File: config.mk
export PLATFORM = sky130hd
export DESIGN_NAME = porti_ctrl
export DESIGN_NICKNAME = d
export VERILOG_FILES = /design/src/rtl/porti_pkg.sv /design/src/rtl/porti_debounce_bit.sv /design/src/rtl/porti_ctrl.sv
export SDC_FILE = /design/constraint.sdc
export NUM_CORES = 1
export LEC_CHECK = 0
export ABC_AREA = 1
export CAP_MARGIN = 0
export CORE_MARGIN = 1
export CORE_UTILIZATION = 35
export CTS_CLUSTER_SIZE = 20
export DETAILED_ROUTE_END_ITERATION = 6
export PLACE_DENSITY_LB_ADDON = 0.12
export SETUP_SLACK_MARGIN = 0.4
export SLEW_MARGIN = 10
export SYNTH_ARGS = -nofsm -noshare
export SYNTH_HDL_FRONTEND = slang
export SYNTH_SLANG_ARGS = --single-unit
File: constraint.sdc
create_clock -name clk -period 1.6 [get_ports clk]
set_clock_uncertainty 0.2 [all_clocks]
set_input_delay 0.32 -clock clk [delete_from_list [all_inputs] [get_ports clk]]
set_output_delay 0.32 -clock clk [all_outputs]
set_load 0.02 [all_outputs]
File: src/rtl/porti_pkg.sv
// Shared definitions for the PORTI input-port peripheral.
// Register indices and the debounce counter width.
package porti_pkg;

    localparam logic [2:0] PORTI_DATA = 3'd0;
    localparam logic [2:0] PORTI_RISE = 3'd1;
    localparam logic [2:0] PORTI_FALL = 3'd2;
    localparam logic [2:0] PORTI_RAW  = 3'd3;
    localparam logic [2:0] PORTI_IE   = 3'd4;

    localparam int CNT_W = 3;

endpackage

File: src/rtl/porti_debounce_bit.sv
// One PORTI bit: two-flop synchroniser, debounce counter, level and edge pulses.
// rise/fall pulse in the cycle the debounced level is about to flip.
module porti_debounce_bit
    import porti_pkg::*;
#(
    parameter int STABLE = 3
) (
    input  logic clk,
    input  logic reset,
    input  logic tick,
    input  logic pin,
    output logic raw,
    output logic level,
    output logic rise,
    output logic fall
);

    logic             sync1;
    logic [CNT_W-1:0] cnt;
    logic             differ;
    logic             accept;

    assign differ = raw != level;
    assign accept = tick && differ &&
                    (cnt + CNT_W'(1) == CNT_W'(STABLE));
    assign rise   = accept && !level;
    assign fall   = accept && level;

    always_ff @(posedge clk) begin
        if (reset) begin
            sync1 <= 1'b0;
            raw   <= 1'b0;
            level <= 1'b0;
            cnt   <= '0;
        end else begin
            sync1 <= pin;
            raw   <= sync1;
            if (tick) begin
                if (accept) begin
                    level <= ~level;
                    cnt   <= '0;
                end else if (differ) begin
                    cnt <= cnt + CNT_W'(1);
                end else begin
                    cnt <= '0;
                end
            end
        end
    end

endmodule

File: src/rtl/porti_ctrl.sv
// Memory-mapped debounced input port with sticky W1C edge flags.
// Define PORTI_IRQ_EN to add the IE register at addr 4 and a registered irq.
module porti_ctrl
    import porti_pkg::*;
#(
    parameter int WIDTH  = 32,
    parameter int DIV    = 10,
    parameter int STABLE = 3
) (
    input  logic             clk,
    input  logic             reset,
    input  logic             cs,
    input  logic             wen,
    input  logic [2:0]       addr,
    input  logic [WIDTH-1:0] wdata,
    output logic [WIDTH-1:0] rdata,
    input  logic [WIDTH-1:0] porti,
    output logic             irq
);

    localparam int TW = (DIV > 1) ? $clog2(DIV) : 1;

    logic [TW-1:0]    tcnt;
    logic             tick;
    logic [WIDTH-1:0] raw;
    logic [WIDTH-1:0] level;
    logic [WIDTH-1:0] rise_p;
    logic [WIDTH-1:0] fall_p;
    logic [WIDTH-1:0] rise_f;
    logic [WIDTH-1:0] fall_f;
    logic [WIDTH-1:0] clr_rise;
    logic [WIDTH-1:0] clr_fall;
    logic [WIDTH-1:0] rd_val;
    logic             wr;

    assign tick = tcnt == TW'(DIV - 1);
    assign wr   = cs && wen;

    always_ff @(posedge clk) begin
        if (reset || tick) tcnt <= '0;
        else               tcnt <= tcnt + TW'(1);
    end

    for (genvar i = 0; i < WIDTH; i++) begin : g_bit
        porti_debounce_bit #(.STABLE(STABLE)) u_bit (
            .clk   (clk),
            .reset (reset),
            .tick  (tick),
            .pin   (porti[i]),
            .raw   (raw[i]),
            .level (level[i]),
            .rise  (rise_p[i]),
            .fall  (fall_p[i])
        );
    end

    assign clr_rise = (wr && addr == PORTI_RISE) ? wdata : '0;
    assign clr_fall = (wr && addr == PORTI_FALL) ? wdata : '0;

    // A new edge overrides a same-cycle clear.
    always_ff @(posedge clk) begin
        if (reset) begin
            rise_f <= '0;
            fall_f <= '0;
        end else begin
            rise_f <= (rise_f & ~clr_rise) | rise_p;
            fall_f <= (fall_f & ~clr_fall) | fall_p;
        end
    end

`ifdef PORTI_IRQ_EN
    logic [WIDTH-1:0] ie;

    always_ff @(posedge clk) begin
        if (reset) begin
            ie  <= '0;
            irq <= 1'b0;
        end else begin
            if (wr && addr == PORTI_IE) ie <= wdata;
            irq <= |((rise_f | fall_f) & ie);
        end
    end
`else
    assign irq = 1'b0;
`endif

    always_comb begin
        rd_val = '0;
        case (addr)
            PORTI_DATA: rd_val = level;
            PORTI_RISE: rd_val = rise_f;
            PORTI_FALL: rd_val = fall_f;
            PORTI_RAW:  rd_val = raw;
`ifdef PORTI_IRQ_EN
            PORTI_IE:   rd_val = ie;
`endif
            default:    rd_val = '0;
        endcase
    end

    always_ff @(posedge clk) begin
        if (reset)          rdata <= '0;
        else if (cs && !wen) rdata <= rd_val;
    end

endmodule

==> After elaboration in Yosys (flattened, before gate mapping) <==
Cells that the tools add are included.
{ "totals": {"reg_bits": 292, "in_bits": 71, "output_inout_bits": 33, "elab_cells": 537} }
{ "classes": {"addsub": 33, "eq_ne": 68, "mux": 67, "bitwise_logic": 38, "reduce_logical": 199} }
{ "ops": {"columns": ["operator", "n"], "rows": [
  ["3-bit 2-to-1 mux", 64],
  ["1-bit logical AND", 132],
  ["32-bit case mux with 4 select lines", 1],
  ["3-bit by 2-bit equality test with 1-bit output (second input constant)", 34],
  ["3-bit by 1-bit adder with 3-bit output (second input constant)", 32],
  ["32-bit AND", 2],
  ["32-bit 2-to-1 mux", 2],
  ["32-bit inverter", 2],
  ["32-bit bitwise OR", 2],
  ["2-bit AND reduction", 32],
  ["1-bit zero test", 33],
  ["1-bit inequality test", 32],
  ["1-bit inverter", 32],
  ["4-bit by 1-bit adder with 4-bit output (second input constant)", 1],
  ["4-bit equality test (second input constant)", 1],
  ["3-bit by 1-bit equality test with 1-bit output (second input constant)", 1],
  ["3-bit zero test", 1],
  ["1-bit logical OR", 1]
]} }

==> Logic depth before layout (Yosys ltp) <==
{ "logic_depth": {"depth_word": 6, "ltp_mapped": 10} }

==> Hierarchy <==
From an unflattened synthesis, not the netlist that was laid out.
{ "unflattened": {"hier_cells": 2072, "area_unflattened_um2": 14779.2} }
{ "modules_own_cells": {"columns": ["mod", "n_inst", "cells_per_inst", "area_per_inst_um2"], "rows": [
  ["porti_debounce_bit", 32, 43, 310.3],
  ["porti_ctrl", 1, 696, 4849.7]
]} }

==> Worst setup path after synthesis <==
No wires, ideal clock.
{ "synth_path": {"path_type": "register to register", "start": "register tcnt[0]", "end": "register g_bit[10].u_bit.cnt[2]", "arrival_time_ps": 1260, "path_slack_ps": 10, "stages_incl_launch_ff": 10, "period_less_slack_ps": 1590, "cell_sequence": "dfxtp_1 > ha_1 > nand2_2 > nor2_4 > inv_2 > nand2_2 > inv_2 > buf_2 > nand2_1 > o31ai_1"} }
{ "synth_via": {"elab_chain_cells": 4} }
{ "synth_rtl": {"columns": ["item", "line_no", "source"], "rows": [
  ["start: declaration", "porti_ctrl.sv:23", "logic [TW-1:0] tcnt;"],
  ["start signal: assignment", "porti_ctrl.sv:41", "else tcnt <= tcnt + TW'(1);"],
  ["4-bit equality test (*)", "porti_ctrl.sv:36", "assign tick = tcnt == TW'(DIV - 1);"],
  ["1-bit logical AND (2 in series)", "porti_debounce_bit.sv:24", "assign accept = tick && differ &&"],
  ["3-bit 2-to-1 mux", "porti_debounce_bit.sv:39", "if (accept) begin"],
  ["end signal: assignment", "porti_debounce_bit.sv:43", "cnt <= cnt + CNT_W'(1);"],
  ["end: declaration", "porti_debounce_bit.sv:19", "logic [CNT_W-1:0] cnt;"]
]} }
Mark *: on every way between the ends. The rest lies on a longest branch, timed or not.
A chain may end at the register's enable or synchronous reset.

==> Worst setup path in the final report <==
{ "layout_path": {"start": "register tcnt[1]", "end": "register g_bit[19].u_bit.level"} }
{ "layout_via": {"elab_chain_cells": 4} }
{ "layout_rtl": {"columns": ["item", "line_no", "source"], "rows": [
  ["4-bit equality test (*)", "porti_ctrl.sv:36", null],
  ["1-bit logical AND (2 in series)", "porti_debounce_bit.sv:24", null],
  ["2-bit AND reduction (no line) (*)", null, null],
  ["end signal: assignment", "porti_debounce_bit.sv:40", "level <= ~level;"],
  ["end: declaration", "porti_debounce_bit.sv:13", "output logic level,"]
]} }
Marks and branches as above.

==> summary.md <==
| Metric | Value |
|---|---|
| WP buf/inv | `3` |
| Final Power | `16.6 mW` |
| Fraction of layout cells with a size suffix above 1 | `0.182` |
| Register area share after synthesis | `0.444` |
| Synth-to-Final Area Change | `30.2%` |
| Fillcell total | `3646` |
| CP Class | `flop to flop` |
| Synthesized area | `13200 um2` |
| Yosys warnings | `0` |
| Worst r2r src | `tcnt[1]` |
| Initial Utilization | `0.358` |
| Clock Pin Slew Worst Setup and Hold Paths | `0.06 ns` |
| Minimum clock period | `1.73 ns` |
| Most common cell in the netlist | `nand2_1` |
| Global placement routability congestion | `0.785` |
| Netlist cell types | `25` |
| Syn nets | `1863` |
| Setup_tns | `-11.26 ns` |
| IO Pins | `104` |
| Die X | `196 um` |
| Grt total ovfl | `0` |
| Endpoints failing hold | `0` |
| Clock sink count | `292` |
| Antenna violations before repair | `0` |
| Syn_area_per_cell | `7.63 um2` |
| Num CTS Buffers | `35` |
| I/O Buffers | `102` |
| Max_cap viols | `0` |
| Area of the multi-input gates | `6480 um2` |
| Fmax | `577 MHz` |
| Dpl ws | `-0.433 ns` |
| Register Area | `5900 um2` |
| Pin count of the biggest net entering global routing | `95` |
| DP HPWL | `22600 um` |
| Critical Path Source | `tcnt[1]` |
| Vias in the first global route | `10.9k` |
| CP Data Arrival Time | `1.94 ns` |
| DRC Markers | `0` |
| Setup Viol. Count Final | `184` |
| Largest area contributor in the netlist | `dfxtp_1` |
| CTS tree | `yes` |
| Routed vias/inst | `4.85` |
| Top post-synthesis cells by area | `dfxtp_1, nand2_1, inv_1` |
| DRT Wirelength | `35000 um` |
| Final #Nets | `1998` |
| Fin Hold WS | `0.00766 ns` |
| CP Capture Type | `flop` |
| Critical path's largest stage delay | `0.32 ns` |
| Worst-path cell chain | `inv_2 > ha_4 > nand2_4 > nor2_4 > buf_6 > clkbuf_16 > nand2_4 > nor2_4 > nand2_2 > nand2_1 > nor2_1` |
| Leakage power | `7.72 nW` |
| Final core occ | `0.466` |
| Hold Crit Class | `input port to flop` |
| Pwr Density | `968 nW/um2` |
| Crit Path Max Fanout | `6` |
| Std cell rows | `70` |
| Root Driver | `clkbuf_16` |
| Core footprint | `36800 um2` |
| Outcome | `complete, but fails checks` |
| Synth top area share | `0.444` |
| Async SR Flop Fraction | `0` |
| Clock latency at the later pin of the worst-skew pair | `0.51 ns` |
| First-pass GRT wire length | `55400 um` |
| Max-slew violations | `0` |
| Drt initial violations | `491` |
| Worst setup SP type | `flop` |
| Die ar. | `38400 um2` |
| Worst setup margin | `-0.134 ns` |
| Cell at the slowest stage of the critical path | `dfxtp_2` |
| RSZ-0062 raised after global routing | `true` |
| Crit-path leading delay family | `simple AND/OR/NAND/NOR gates` |
| Total GRT Usage | `0.180` |
| Routed vias | `11.4k` |
| H-Tree Depth | `2` |
| Antenna diode count | `0` |
| CTS Buffer Depth | `3` |
| Worst VDD drop | `610 uV` |
| Synthesized instance count | `1726` |
| Synthesized flop and latch total | `292` |
| Main synth FF type | `dfxtp_1` |
| Detail Route Antenna Nets | `0` |
| Synth top cells by count | `nand2_1, dfxtp_1, inv_1` |
| Hold Crit Start | `reset` |
| Violated checks | `negative setup slack` |
| Critical path data required time | `1.81 ns` |
| EDFF count, synth | `0` |
| Final worst path period share | `1.08` |
| Die height | `196 um` |
| Router iterations before antenna repair | `5` |
| Drt wl/cell | `14.9 um` |
-- metrics by stage --
stage               instances  instance area [um2]
floorplan                1726                13500
global placement         2283                15300
detailed placement       2283                15300
CTS                      2352                16800
global route             2354                17100
finish                   2354                17100
-- worst paths after layout --
path / to / slack [ns] / cells after the start
worst max register to register: g_bit[19].u_bit.level / -0.13 / 11
worst min-delay path: g_bit[18].u_bit.cnt[2] / 0.008 / 3
worst max-delay path: g_bit[19].u_bit.level / -0.13 / 11
worst min register to register: g_bit[0].u_bit.raw / 0.20 / 2
-- cells in the final DEF (no fill, tap or decap), types with 31 or more instances in the layout --
cell,count
xor2_1,32
nand2_2,34
a21oi_1,79
inv_1,209
nand3_1,66
buf_6,46
xnor2_1,35
o21ai_1,65
dfxtp_1,258
clkbuf_16,38
ha_1,65
dfxtp_2,31
buf_4,50
nand2_1,302
o21ai_0,65
nand4_1,127
nor2_4,33
clkdlybuf4s50_1,67
nor2_1,132
-- tightest hold or removal path, cell delays in order --
cell     delay [ns]
buf_6          0.09
buf_12         0.17
o31ai_2        0.08
-- state kept, by name, indices dropped and copies added (netlist names) --
register and flops:
tcnt 4, g_bit.u_bit.cnt 96, g_bit.u_bit.raw 32, rise_f 32
g_bit.u_bit.level 32, rdata 32, g_bit.u_bit.sync1 32, fall_f 32
-- where the power goes --
part	internal, mW	switching [mW]	leakage [nW]
clock network	5.12	3.12	0.587
registers	7.35	0.0553	2.38
logic	0.371	0.571	4.75
-- logic make-up (layout without fill, tap and decap cells) --
group           after synthesis  in the layout  synth area share
compound gates              258            258             0.104
xor+xnor                     68             68            0.0452
fa+ha+maj                    66             66            0.0627
buf+inv                     324            484             0.101
flops                       292            292             0.444
other cells                   1              1          0.000285
simple gates                717            717             0.243
-- metal layers --
| metal | GRT usage | part of all wire |
|---|---|---|
| met3 | 0.0268 | 0.055 |
| met4 | 0.0564 | 0.027 |
| met5 | 0 | 0 |
| met2 | 0.303 | 0.46 |
| met1 | 0.235 | 0.46 |
-- final cells by class --
class                      instances  share of cell area
tap                              468              0.0342
multi-input combinational       1110               0.378
sequential                       292               0.344
clock buffer                      53              0.0628
clock inverter                     9             0.00730
inverter                         230              0.0516
timing repair buffer             192               0.122
-- repair_timing --
item,4_1_cts,5_1_grt
pin swaps,2,24
hold endpoints to repair,4,0
endpoints found under the setup margin,260,260
hold buffers,3,0
gates cloned,0,1
setup buffers,4,1
gates resized for setup,277,101
Note: power is estimated with default switching activity, not from simulation.
